`config.mk`:
```
export PLATFORM = sky130hd
export DESIGN_NAME = alu_issue_ctrl
export DESIGN_NICKNAME = d
export VERILOG_FILES = /design/src/rtl/alu_pkg.sv /design/src/rtl/alu_decode.sv /design/src/rtl/alu_issue_ctrl.sv
export SDC_FILE = /design/constraint.sdc
export NUM_CORES = 1
export LEC_CHECK = 0
export BUFFER_PORTS_ARGS = -buffer_cell sky130_fd_sc_hd__buf_2
export CAP_MARGIN = 30
export CORE_ASPECT_RATIO = 1.4
export CORE_MARGIN = 8
export CORE_UTILIZATION = 28
export CTS_CLUSTER_SIZE = 14
export DETAILED_ROUTE_END_ITERATION = 6
export HOLD_SLACK_MARGIN = 0.06
export PLACE_DENSITY = 0.53
export SYNTH_ARGS = -nofsm -noshare
export SYNTH_HDL_FRONTEND = slang
export SYNTH_SLANG_ARGS = --single-unit
```
`constraint.sdc`:
```
create_clock -name clk -period 2.5 [get_ports clk]
set_input_delay 0.375 -clock clk [delete_from_list [all_inputs] [get_ports clk]]
set_output_delay 0.375 -clock clk [all_outputs]
set_load 0.005 [all_outputs]
```
`src/rtl/alu_pkg.sv`:
```
// Shared ALU-side definitions: ALU opcodes, MIPS opcode/funct codes, issue FSM
// states and the decoder result record.
package alu_pkg;

  localparam logic [2:0] ALU_ADD  = 3'b000;
  localparam logic [2:0] ALU_SUB  = 3'b001;
  localparam logic [2:0] ALU_SLTU = 3'b010;
  localparam logic [2:0] ALU_SLT  = 3'b011;
  localparam logic [2:0] ALU_SLL  = 3'b100;
  localparam logic [2:0] ALU_SRL  = 3'b101;
  localparam logic [2:0] ALU_OR   = 3'b110;
  localparam logic [2:0] ALU_AND  = 3'b111;

  localparam logic [5:0] OP_RTYPE = 6'h00;
  localparam logic [5:0] OP_ADDI  = 6'h08;
  localparam logic [5:0] OP_ADDIU = 6'h09;
  localparam logic [5:0] OP_SLTI  = 6'h0A;
  localparam logic [5:0] OP_SLTIU = 6'h0B;
  localparam logic [5:0] OP_ANDI  = 6'h0C;
  localparam logic [5:0] OP_ORI   = 6'h0D;

  localparam logic [5:0] FN_SLL  = 6'h00;
  localparam logic [5:0] FN_SRL  = 6'h02;
  localparam logic [5:0] FN_ADD  = 6'h20;
  localparam logic [5:0] FN_ADDU = 6'h21;
  localparam logic [5:0] FN_SUB  = 6'h22;
  localparam logic [5:0] FN_SUBU = 6'h23;
  localparam logic [5:0] FN_AND  = 6'h24;
  localparam logic [5:0] FN_OR   = 6'h25;
  localparam logic [5:0] FN_SLT  = 6'h2A;
  localparam logic [5:0] FN_SLTU = 6'h2B;

  typedef enum logic [1:0] {IDLE, DECODE, EXECUTE, WRITEBACK} state_e;
  typedef enum logic       {A_RS, A_RT} a_sel_e;
  typedef enum logic       {B_RT, B_IMM} b_sel_e;
  typedef enum logic [1:0] {EXT_SIGN, EXT_ZERO, EXT_SHAMT} ext_e;

  typedef struct packed {
    logic [2:0] alu_op;
    a_sel_e     a_sel;
    b_sel_e     b_sel;
    ext_e       ext_mode;
    logic [4:0] dest_addr;
    logic       legal;
  } dec_t;

  // shamt sits in imm16[10:6], so one immediate field covers every B-immediate form
  function automatic logic [31:0] ext_imm(ext_e mode, logic [15:0] imm);
    case (mode)
      EXT_SIGN: ext_imm = {{16{imm[15]}}, imm};
      EXT_ZERO: ext_imm = {16'h0000, imm};
      default:  ext_imm = {27'd0, imm[10:6]};
    endcase
  endfunction

endpackage

```
`src/rtl/alu_decode.sv`:
```
// Combinational MIPS-subset decoder: instruction word -> ALU opcode, operand
// selects, immediate extension mode, destination register and legality.
module alu_decode
  import alu_pkg::*;
(
  input  logic [31:0] instr_i,
  output dec_t        dec_o
);

  logic [5:0] opcode, funct;
  logic       unused_rs;

  assign opcode    = instr_i[31:26];
  assign funct     = instr_i[5:0];
  assign unused_rs = ^instr_i[25:21];

  always_comb begin
    dec_o           = '0;
    dec_o.a_sel     = A_RS;
    dec_o.b_sel     = B_IMM;
    dec_o.ext_mode  = EXT_SIGN;
    dec_o.dest_addr = instr_i[20:16];
    dec_o.legal     = 1'b1;
    case (opcode)
      OP_RTYPE: begin
        dec_o.dest_addr = instr_i[15:11];
        dec_o.b_sel     = B_RT;
        case (funct)
          FN_ADD, FN_ADDU: dec_o.alu_op = ALU_ADD;
          FN_SUB, FN_SUBU: dec_o.alu_op = ALU_SUB;
          FN_SLTU:         dec_o.alu_op = ALU_SLTU;
          FN_SLT:          dec_o.alu_op = ALU_SLT;
          FN_OR:           dec_o.alu_op = ALU_OR;
          FN_AND:          dec_o.alu_op = ALU_AND;
          FN_SLL, FN_SRL: begin
            // shifts move rt by the shamt field
            dec_o.alu_op   = (funct == FN_SLL) ? ALU_SLL : ALU_SRL;
            dec_o.a_sel    = A_RT;
            dec_o.b_sel    = B_IMM;
            dec_o.ext_mode = EXT_SHAMT;
          end
          default: dec_o.legal = 1'b0;
        endcase
      end
      OP_ADDI, OP_ADDIU: dec_o.alu_op = ALU_ADD;
      OP_SLTI:           dec_o.alu_op = ALU_SLT;
      OP_SLTIU:          dec_o.alu_op = ALU_SLTU;
      OP_ORI: begin
        dec_o.alu_op   = ALU_OR;
        dec_o.ext_mode = EXT_ZERO;
      end
      OP_ANDI: begin
        dec_o.alu_op   = ALU_AND;
        dec_o.ext_mode = EXT_ZERO;
      end
      default: dec_o.legal = 1'b0;
    endcase
  end

endmodule

```
`src/rtl/alu_issue_ctrl.sv`:
```
// Four-cycle issue FSM in front of the combinational ALU: accept, decode and
// read operands, execute, write back. All outputs are registered.
module alu_issue_ctrl
  import alu_pkg::*;
#(
  parameter int DATA_W = 32,
  parameter int REG_AW = 5
) (
  input  logic              clk,
  input  logic              rst,
  input  logic              instr_valid,
  output logic              instr_ready,
  input  logic [31:0]       instr,
  output logic [REG_AW-1:0] rs_addr,
  output logic [REG_AW-1:0] rt_addr,
  input  logic [DATA_W-1:0] rs_data,
  input  logic [DATA_W-1:0] rt_data,
  output logic [2:0]        alu_op,
  output logic [DATA_W-1:0] alu_a,
  output logic [DATA_W-1:0] alu_b,
  input  logic [DATA_W-1:0] alu_result,
  output logic              wb_en,
  output logic [REG_AW-1:0] wb_addr,
  output logic [DATA_W-1:0] wb_data,
  output logic              done,
  output logic              illegal
);

  state_e              state_q;
  logic [31:0]         instr_q;
  logic [REG_AW-1:0]   rs_addr_q, rt_addr_q, dest_q, wb_addr_q;
  logic [2:0]          alu_op_q;
  logic [DATA_W-1:0]   alu_a_q, alu_b_q, wb_data_q;
  logic                ready_q, wb_en_q, done_q, illegal_q;
  dec_t                dec;
  logic [DATA_W-1:0]   imm_ext;

  alu_decode u_dec (.instr_i(instr_q), .dec_o(dec));

  assign imm_ext = ext_imm(dec.ext_mode, instr_q[15:0]);

  always_ff @(posedge clk) begin
    if (rst) begin
      state_q   <= IDLE;
      instr_q   <= '0;
      rs_addr_q <= '0;
      rt_addr_q <= '0;
      dest_q    <= '0;
      alu_op_q  <= '0;
      alu_a_q   <= '0;
      alu_b_q   <= '0;
      wb_addr_q <= '0;
      wb_data_q <= '0;
      ready_q   <= 1'b1;
      wb_en_q   <= 1'b0;
      done_q    <= 1'b0;
      illegal_q <= 1'b0;
    end else begin
      wb_en_q   <= 1'b0;
      done_q    <= 1'b0;
      illegal_q <= 1'b0;
      case (state_q)
        IDLE: if (instr_valid) begin
          instr_q   <= instr;
          rs_addr_q <= instr[25:21];
          rt_addr_q <= instr[20:16];
          ready_q   <= 1'b0;
          state_q   <= DECODE;
        end
        DECODE: if (dec.legal) begin
          // regfile data for the registered addresses is valid this cycle
          alu_op_q <= dec.alu_op;
          alu_a_q  <= (dec.a_sel == A_RT) ? rt_data : rs_data;
          alu_b_q  <= (dec.b_sel == B_IMM) ? imm_ext : rt_data;
          dest_q   <= dec.dest_addr;
          state_q  <= EXECUTE;
        end else begin
          illegal_q <= 1'b1;
          ready_q   <= 1'b1;
          state_q   <= IDLE;
        end
        EXECUTE: begin
          wb_data_q <= alu_result;
          wb_addr_q <= dest_q;
          wb_en_q   <= (dest_q != '0);
          done_q    <= 1'b1;
          state_q   <= WRITEBACK;
        end
        WRITEBACK: begin
          ready_q <= 1'b1;
          state_q <= IDLE;
        end
        default: begin
          ready_q <= 1'b1;
          state_q <= IDLE;
        end
      endcase
    end
  end

  assign instr_ready = ready_q;
  assign rs_addr     = rs_addr_q;
  assign rt_addr     = rt_addr_q;
  assign alu_op      = alu_op_q;
  assign alu_a       = alu_a_q;
  assign alu_b       = alu_b_q;
  assign wb_en       = wb_en_q;
  assign wb_addr     = wb_addr_q;
  assign wb_data     = wb_data_q;
  assign done        = done_q;
  assign illegal     = illegal_q;

endmodule

```
==> run metrics, run 1 <==
first-pass GRT wire length=36000 µm; GPL Wtd Cong=0.822; Peak Freq=436 MHz; die height=195 µm; RSZ-0062 raised after global routing=no; Final Net Count=1095; layout cells sized above 1=33.7%; worst hold slack=0.176 ns; Mapped Cells=755; Post-Syn Area=0.00644 mm²; Fin. Hold Viols=0; dpl cell area=0.00799 mm²; FP Rows=65; area of the multi-input gates=0.00313 mm²; antenna-violating nets left=0; ranking of synthesized cells by area=dfxtp_1 (46%), nand2_1 (8.3%), a21oi_1 (6.9%); root buffer cell=clkbuf_16; register area=0.00294 mm²; post-place setup slack=0.225 ns; reg2reg start=instr_q[29]; Initial Util=28.5%; CP Launch Type=register; Critical Path End Type=register; post-CTS resize count=0; Worst-Skew Late Latency=0.43 ns; Top Ports=249; total CTS buffers=17; Ys Warns=0; CP max FO=56; Yosys top cell area share=45.7%; clock skew after layout=0.00679 ns; vias per cell=4.93; Peak VDD IR=0.487 mV; syn_area_per_cell=8.53 µm²; largest net degree at the start of global routing=57; DR DRC count=0; Power Density=763 mW/mm²; status=finished clean; worst reg2reg endpoint=alu_a[3]; H-Tree Depth=4; Layout area overhead=33.6%; Hold-fix buffers, CTS=0; most common cell after layout, fill and taps aside=buf_2; total grt overflow=0; initial antenna violation count=1; Total Wirelength=23400 µm; die width=144 µm; Slew HR=49.3%; TritonCTS clock tree=built; Synth Register Bits=147; Max-cap violations=0; Tcrit/Tclk final=91.7%; worst setup margin=0.207 ns; clk buf depth=2; DR vias=6306; # clock sinks=147; Final Max Slew Viols=0; hold endpoint=wb_data[30]; FFs w/ async S/R, synth=0%; Crit Path Class=reg2reg; number of global-route vias before repair=6352; Initial DRC Count=365; highest-count cells in the layout ignoring fill and taps=buf_2 (247), dfxtp_1 (147), nand2_1 (143), a21oi_1 (89), a211oi_1 (44); hold path startpoint=alu_result[30]; DIE AREA=0.0282 mm²; Hold Path Class=in2reg; library cells used by synthesis=49; reg2reg setup slack=0.21 ns; setup violators final=0; top_reg_cell synth=dfxtp_1; crit path time final=2.29 ns; Leakage Power=0.00380 µW; WL per Instance=18.3 µm; crit path from=instr_q[29]; design area=0.00860 mm²; setup TNS=0 ns; largest area contributor in the netlist=dfxtp_1; Net Count, Synth=886; DR pass1 iterations=6; core area=0.0226 mm²; register area share after synthesis=45.7%; Reg clk slew, reported paths=0.06 ns; hold depth=3; GRT Util Overall=16.3%; R2R depth=6; DP HPWL=17000 µm; Worst Tran Pin Value=0.761 ns; Critical Path AT=2.58 ns; Design Power=6570 µW; port bufs=248; setup bufs post-CTS=0; CP required=2.79 ns; EDFF count, synth=0; FILL cells=2398
[through the flow]
step,instances,utilization (%)
after floorplan,755,-
after detailed placement,1246,35.3
final,1279,38.1
after global placement,1246,35.3
after global routing,1279,38.1
after CTS,1278,38.0
[power by group]
part / switching [µW] / internal, µW / leakage [µW]
clock: 1090 / 1610 / 0.000299
combinational: 720 / 534 / 0.00230
sequential: 107 / 2500 / 0.00120
[final cells by class]
| cell class | instances | area share, % |
|---|---|---|
| clock inverters | 13 | 2.01 |
| diodes | 1 | 0.0291 |
| multi-input cells | 518 | 36.4 |
| well taps | 301 | 4.38 |
| flip-flops and latches | 147 | 34.2 |
| repair buffers | 277 | 17.7 |
| clock buffers | 19 | 5.15 |
| inverters | 3 | 0.131 |
[flip-flops by register name, summed over array words and instances (netlist names), named ones only]
| name | cells |
|---|---|
| instr_q | 32 |
| dest_q | 5 |
| wb_addr | 5 |
| instr_ready | 1 |
| wb_en | 1 |
| illegal | 1 |
| alu_a | 32 |
| alu_op | 3 |
| wb_data | 32 |
| alu_b | 32 |
| state_q | 1 |
| done | 1 |
[Yosys cell counts (3+ instances only)]
| cell | number |
|---|---|
| nor2_1 | 39 |
| mux2i_1 | 43 |
| buf_4 | 11 |
| nor2b_1 | 13 |
| nand2_1 | 143 |
| a221oi_1 | 32 |
| mux2_1 | 3 |
| dfxtp_1 | 147 |
| a211oi_1 | 44 |
| nor3_1 | 7 |
| nand2b_1 | 10 |
| clkbuf_1 | 51 |
| inv_1 | 3 |
| a311o_1 | 4 |
| buf_2 | 12 |
| o2111ai_1 | 11 |
| a31oi_1 | 16 |
| mux2_2 | 8 |
| or3_1 | 4 |
| buf_1 | 13 |
| a21oi_1 | 89 |
| o21ai_0 | 18 |
| nand3_1 | 4 |
[critical path: stages, from the launching register on]
cell and delay [ns]:
dfxtp_1 0.46, or3b_2 0.54, nor3_4 0.26, buf_12 0.29, a21o_2 0.16, buf_12 0.24
a221oi_1 0.15
[worst max path at each step]
| stage | to | slack (ns) | depth (start not counted) |
|---|---|---|---|
| 2_1_floorplan | alu_a[0] | 0.33 | 6 |
| 3_3_place_gp | alu_a[20] | 0.26 | 6 |
| 3_5_place_dp | alu_a[3] | 0.23 | 6 |
| 4_1_cts | alu_a[3] | 0.21 | 6 |
| 5_1_grt | alu_a[3] | 0.05 | 6 |
| 6_report | alu_a[3] | 0.21 | 6 |
[cells by family (layout without fill, tap and decap cells)]
group / after synthesis / in the layout / share of synthesized area [%]
xor+xnor: 1 / 1 / 0.136
buf+inv: 90 / 312 / 6.12
mux: 54 / 54 / 8.61
flops: 147 / 147 / 45.7
simple gates: 232 / 232 / 15.7
other cells: 0 / 1 / 0
compound gates: 231 / 231 / 23.7
[metal layers]
layer	track usage (%)	routed length, µm	vias up
met3	3.78	1460	34
met5	0	0	-
met1	18.7	9380	2950
met4	6.30	564	0
met2	28.5	12000	205
li1	-	-	3117
(Power assumes the default switching activity.)
==> run 2, diff against run 1 <==
Settings changed: CTS_BUF_LIST set to sky130_fd_sc_hd__clkbuf_4.
==> run 2 against run 1 <==
Effect of this change:
- maximum frequency down 1.1%
- clock-buffer cell count down 1
- largest cell class unchanged
- clock skew up 0.016 ns
- sequential cell count unchanged
- setup slack worse by 0.025 ns
- sequential share of layout area down 1.3 points
- hold slack worse by 0.018 ns
- critical path depth unchanged
- utilization up 1.5 points
- cell count up 5.2%
- non-clock buffer count up 65
==> run metrics, run 2 (synthesis results as in run 1) <==
FP Rows=65 (unchanged); H-Tree Depth=4 (unchanged); Critical Path AT=2.76 ns (+0.18 ns); port bufs=248 (unchanged); WL per Instance=17.6 µm (-3.9%); # clock sinks=147 (unchanged); DIE AREA=0.0282 mm² (unchanged); Final Net Count=1160 (+5.9%); DR DRC count=0 (unchanged); worst setup margin=0.182 ns (-0.0253 ns); total CTS buffers=17 (unchanged); most common cell after layout, fill and taps aside=buf_2; crit path time final=2.32 ns (+0.0253 ns); Switching Share=31.8% (+2.6 points); DR pass1 iterations=4 (-2); combinational power share=23.8% (+4.7 points); total grt overflow=0 (unchanged); Peak Freq=431 MHz (-1.1%); Slew HR=48.1% (-1.1 points); highest-count cells in the layout ignoring fill and taps=buf_2 (247), dfxtp_1 (147), nand2_1 (143), a21oi_1 (89), dlygate4sd3_1 (65); Top Ports=249 (unchanged); DR vias=6501 (+3.1%); setup TNS=0 ns (unchanged); Peak VDD IR=0.230 mV (-53%); post-place setup slack=0.225 ns (unchanged); Worst-Skew Late Latency=0.55 ns (+0.12 ns); clock share of power=29.6% (-12 points); Reg power frac=46.6% (+6.9 points); CP Launch Type=register; Worst Tran Pin Value=0.778 ns (+0.0171 ns); Power Density=625 mW/mm² (-18%); TritonCTS clock tree=built; root buffer cell=clkbuf_4; CP peak stage delay=0.44 ns (-0.10 ns); Critical Path Most Common Cell=buf_4; Hold Path Class=in2reg; status=finished clean; number of global-route vias before repair=6653 (+4.7%); Critical Path End Type=register; layout cells sized above 1=31.6% (-2.1 points); vias per cell=4.83 (-2.0%); Layout area overhead=39.0%; GPL Wtd Cong=0.822 (unchanged); setup violators final=0 (unchanged); antenna-violating nets left=0 (unchanged); GRT Util Overall=16.5% (+0.15 points); Worst path slowest cell=or3_1; CP required=2.94 ns (+0.15 ns); first-pass GRT wire length=36700 µm (+1.8%); clock skew after layout=0.0231 ns (+0.0163 ns); Internal Pwr Total=3820 µW (-18%); Initial Util=28.5% (unchanged); post-CTS resize count=0 (unchanged); Tcrit/Tclk final=92.7% (+1.0 points); die height=195 µm (unchanged); RSZ-0062 raised after global routing=no; largest net degree at the start of global routing=57 (unchanged); clk buf depth=2 (unchanged); FILL cells=2374 (-1.0%); Worst Path Buf+Inv=2 (unchanged); Crit Path Class=reg2reg; P_sw=1780 µW (-7.1%); Fin. Hold Viols=0 (unchanged); DP HPWL=17000 µm (unchanged); family with the most delay on the worst path=simple AND/OR/NAND/NOR gates; Final Max Slew Viols=0 (unchanged); Max-cap violations=0 (unchanged); initial antenna violation count=2 (+1); die width=144 µm (unchanged); CP Cell Sequence=or3_1 > nor4_4 > buf_4 > nand2_1 > buf_4 > a221oi_1; CP max FO=32 (-43%); Total Wirelength=23700 µm (+1.1%); Initial DRC Count=375 (+2.7%); core area=0.0226 mm² (unchanged); Leakage Power=0.00394 µW (+3.6%); Reg clk slew, reported paths=0.15 ns (+0.09 ns)
run 2: final timing paths:
kind,startpoint,endpoint,slack [ns],cells past startpoint
setup / recovery,instr_q[28],alu_a[3],0.18,6
hold / removal,rt_data[27],alu_b[27],0.16,3
setup reg to reg,instr_q[28],alu_a[3],0.18,6
hold reg to reg,wb_data[28],wb_data[28],0.46,2
run 2: metal layers:
metal | global-route usage (%) | routed length (µm)
met5 | 0 | 0
met4 | 6.69 | 522
met3 | 3.52 | 1320
met2 | 28.9 | 12200
met1 | 18.8 | 9620
run 2: tightest hold or removal path: cells and delay by family:
kind            cells  cell delay [ns]
buf+inv             1             0.11
compound gates      2             0.19
run 2: area by class of cell:
type | instances | area, µm² | area share [%]
Clock buffer | 18 | 135 | 1.51
Inverter | 3 | 11.3 | 0.126
Clock inverter | 14 | 176 | 1.97
Antenna cell | 2 | 5.00 | 0.0559
Timing Repair Buffer | 342 | 2170 | 24.3
Multi-Input combinational cell | 518 | 3130 | 35.0
Tap cell | 301 | 377 | 4.21
Sequential cell | 147 | 2940 | 32.9
run 2: power by group through the flow:
stage	Sequential (µW)	Combinational [µW]	Clock (µW)
6_report	2610	1330	1660
5_1_grt	2630	1460	1830
2_1_floorplan	2640	756	0
3_5_place_dp	2660	1260	0
3_3_place_gp	2660	1260	0
4_1_cts	2610	1340	1730
run 2: per-stage QoR:
step	power (µW)	instance area [µm²]	utilization, %	std cells	hold slack (ns)
detailed placement	3920	7990	35.3	1246	0.443
global placement	3920	7990	35.3	1246	0.439
floorplan	3400	6440	-	755	0.437
global route	5920	8950	39.6	1345	0.0971
finish	5600	8950	39.6	1345	0.158
CTS	5690	8950	39.6	1343	0.0862
run 2: what timing repair did:
action / CTS / global route
endpoints found under the hold margin: 65 / 0
buffers inserted: 0 / 0
hold buffers: 65 / 0
==> run 3, diff against run 2 <==
Settings changed: CAP_MARGIN 30 to not set, REMOVE_ABC_BUFFERS set to 1.
==> run 3 against run 2 <==
Effect of this change:
- via count increased by 0.80%
- sequential power barely moved
- hold slack lost 0.0029 ns
- final area shrank 0.50%
- utilization fell by 0.20 points
- largest power group unchanged
==> run metrics, run 3 (synthesis results as in run 1) <==
GRT Util Overall=17.4% (+0.91 points); die width=144 µm (unchanged); Non-Filler Instances=1345 (unchanged); Reg clk slew, reported paths=0.13 ns (-0.02 ns); CP Launch Type=register; status=finished clean; post-CTS resize count=0 (unchanged); DR DRC count=0 (unchanged); DP HPWL=17600 µm (+3.1%); R2R depth=6 (unchanged); hold depth=3 (unchanged); most common cell after layout, fill and taps aside=buf_2; setup violators final=0 (unchanged); Final Max Slew Viols=0 (unchanged); Initial DRC Count=417 (+11%); Placed Cells=1246 (unchanged); setup bufs post-CTS=0 (unchanged); crit path time final=2.24 ns (-0.0736 ns); Top Ports=249 (unchanged); hold path startpoint=rt_data[30]; Worst Tran Pin Value=1.02 ns (+0.239 ns); DR pass1 iterations=4 (unchanged); CP required=2.92 ns (-0.02 ns); largest net degree at the start of global routing=71 (+25%); worst hold slack=0.155 ns (-0.00287 ns); TritonCTS clock tree=built; Hold Path Class=in2reg; FP Rows=65 (unchanged); die height=195 µm (unchanged); core area=0.0226 mm² (unchanged); RSZ-0062 raised after global routing=no; Initial Util=28.5% (unchanged); antenna-violating nets left=0 (unchanged); Leakage Power=0.00392 µW (-0.44%); crit path from=instr_q[29]; DIE AREA=0.0282 mm² (unchanged); GPL Wtd Cong=0.769 (-6.4%); Max-cap violations=0 (unchanged); Peak Freq=446 MHz (+3.3%); Crit Path Class=reg2reg; DR vias=6553 (+0.80%); reg2reg start=instr_q[29]; Hold-fix buffers, CTS=65 (unchanged); Critical Path End Type=register; layout cells sized above 1=31.7% (+0.096 points); Layout area overhead=38.3%; number of global-route vias before repair=6714 (+0.92%); CP max FO=25 (-22%); total grt overflow=0 (unchanged); register area=0.00294 mm² (unchanged); clk buf depth=2 (unchanged); Final Net Count=1160 (unchanged); root buffer cell=clkbuf_4; Worst-Skew Late Latency=0.56 ns (about the same); FILL cells=2422 (+2.0%); Power Density=613 mW/mm² (-2.0%); port bufs=248 (unchanged); clock skew after layout=0.0222 ns (-0.000853 ns); total CTS buffers=17 (unchanged); H-Tree Depth=4 (unchanged); Fin. Hold Viols=0 (unchanged); Critical Path AT=2.67 ns (-0.09 ns); Total Wirelength=24900 µm (+5.0%); vias per cell=4.87 (+0.80%); WL per Instance=18.5 µm (+5.0%); # clock sinks=147 (unchanged); Peak VDD IR=0.269 mV (+17%); first-pass GRT wire length=38000 µm (+3.6%); highest-count cells in the layout ignoring fill and taps=buf_2 (247), dfxtp_1 (147), nand2_1 (143), a21oi_1 (89), dlygate4sd3_1 (65); area of the multi-input gates=0.00313 mm² (unchanged); Tcrit/Tclk final=89.8% (-2.9 points); initial antenna violation count=2 (unchanged); Slew HR=32.2% (-16 points)
-- run 3: routing by layer --
metal | wire length [µm] | GRT usage, %
met4 | 720 | 6.73
met5 | 0 | 0
met3 | 1340 | 3.49
met1 | 9710 | 19.0
met2 | 13100 | 31.9
-- run 3: path summary, 6_finish.rpt --
| check | end | slack (ns) |
|---|---|---|
| max reg2reg | alu_a[8] | 0.26 |
| min | alu_b[30] | 0.16 |
| min reg2reg | wb_data[17] | 0.46 |
| max | alu_a[8] | 0.26 |
-- run 3: critical path: stages (launching register included) --
cell and delay, ns:
dfxtp_1 0.41, or3_1 0.40, nor4_4 0.27, buf_4 0.35, a21o_2 0.22, buf_4 0.29, a221oi_1 0.15
-- run 3: layout make-up --
cell class | instances | share of cell area, %
antenna | 2 | 0.0562
timing repair buffer | 342 | 24.3
tap | 301 | 4.23
sequential | 147 | 33.0
clock inverter | 14 | 1.57
multi-input combinational | 518 | 35.1
inverter | 3 | 0.126
clock buffer | 18 | 1.52
-- run 3: through the flow --
stage | cell area [µm²] | util, % | total power [µW] | setup slack (ns) | TNS (ns)
2_1_floorplan | 6060 | - | 3310 | -1.43 | -96.63
3_3_place_gp | 7980 | 35.3 | 3930 | 0.320 | 0
3_5_place_dp | 7980 | 35.3 | 3930 | 0.284 | 0
4_1_cts | 8900 | 39.4 | 5530 | 0.261 | 0
5_1_grt | 8910 | 39.4 | 5770 | 0.122 | 0
6_report | 8910 | 39.4 | 5460 | 0.256 | 0
-- run 3: power by group --
part | total, µW | internal, µW | leakage, µW | switching, µW
clock network | 1510 | 598 | 0.000151 | 909
logic | 1350 | 591 | 0.00257 | 763
registers | 2600 | 2500 | 0.00120 | 101
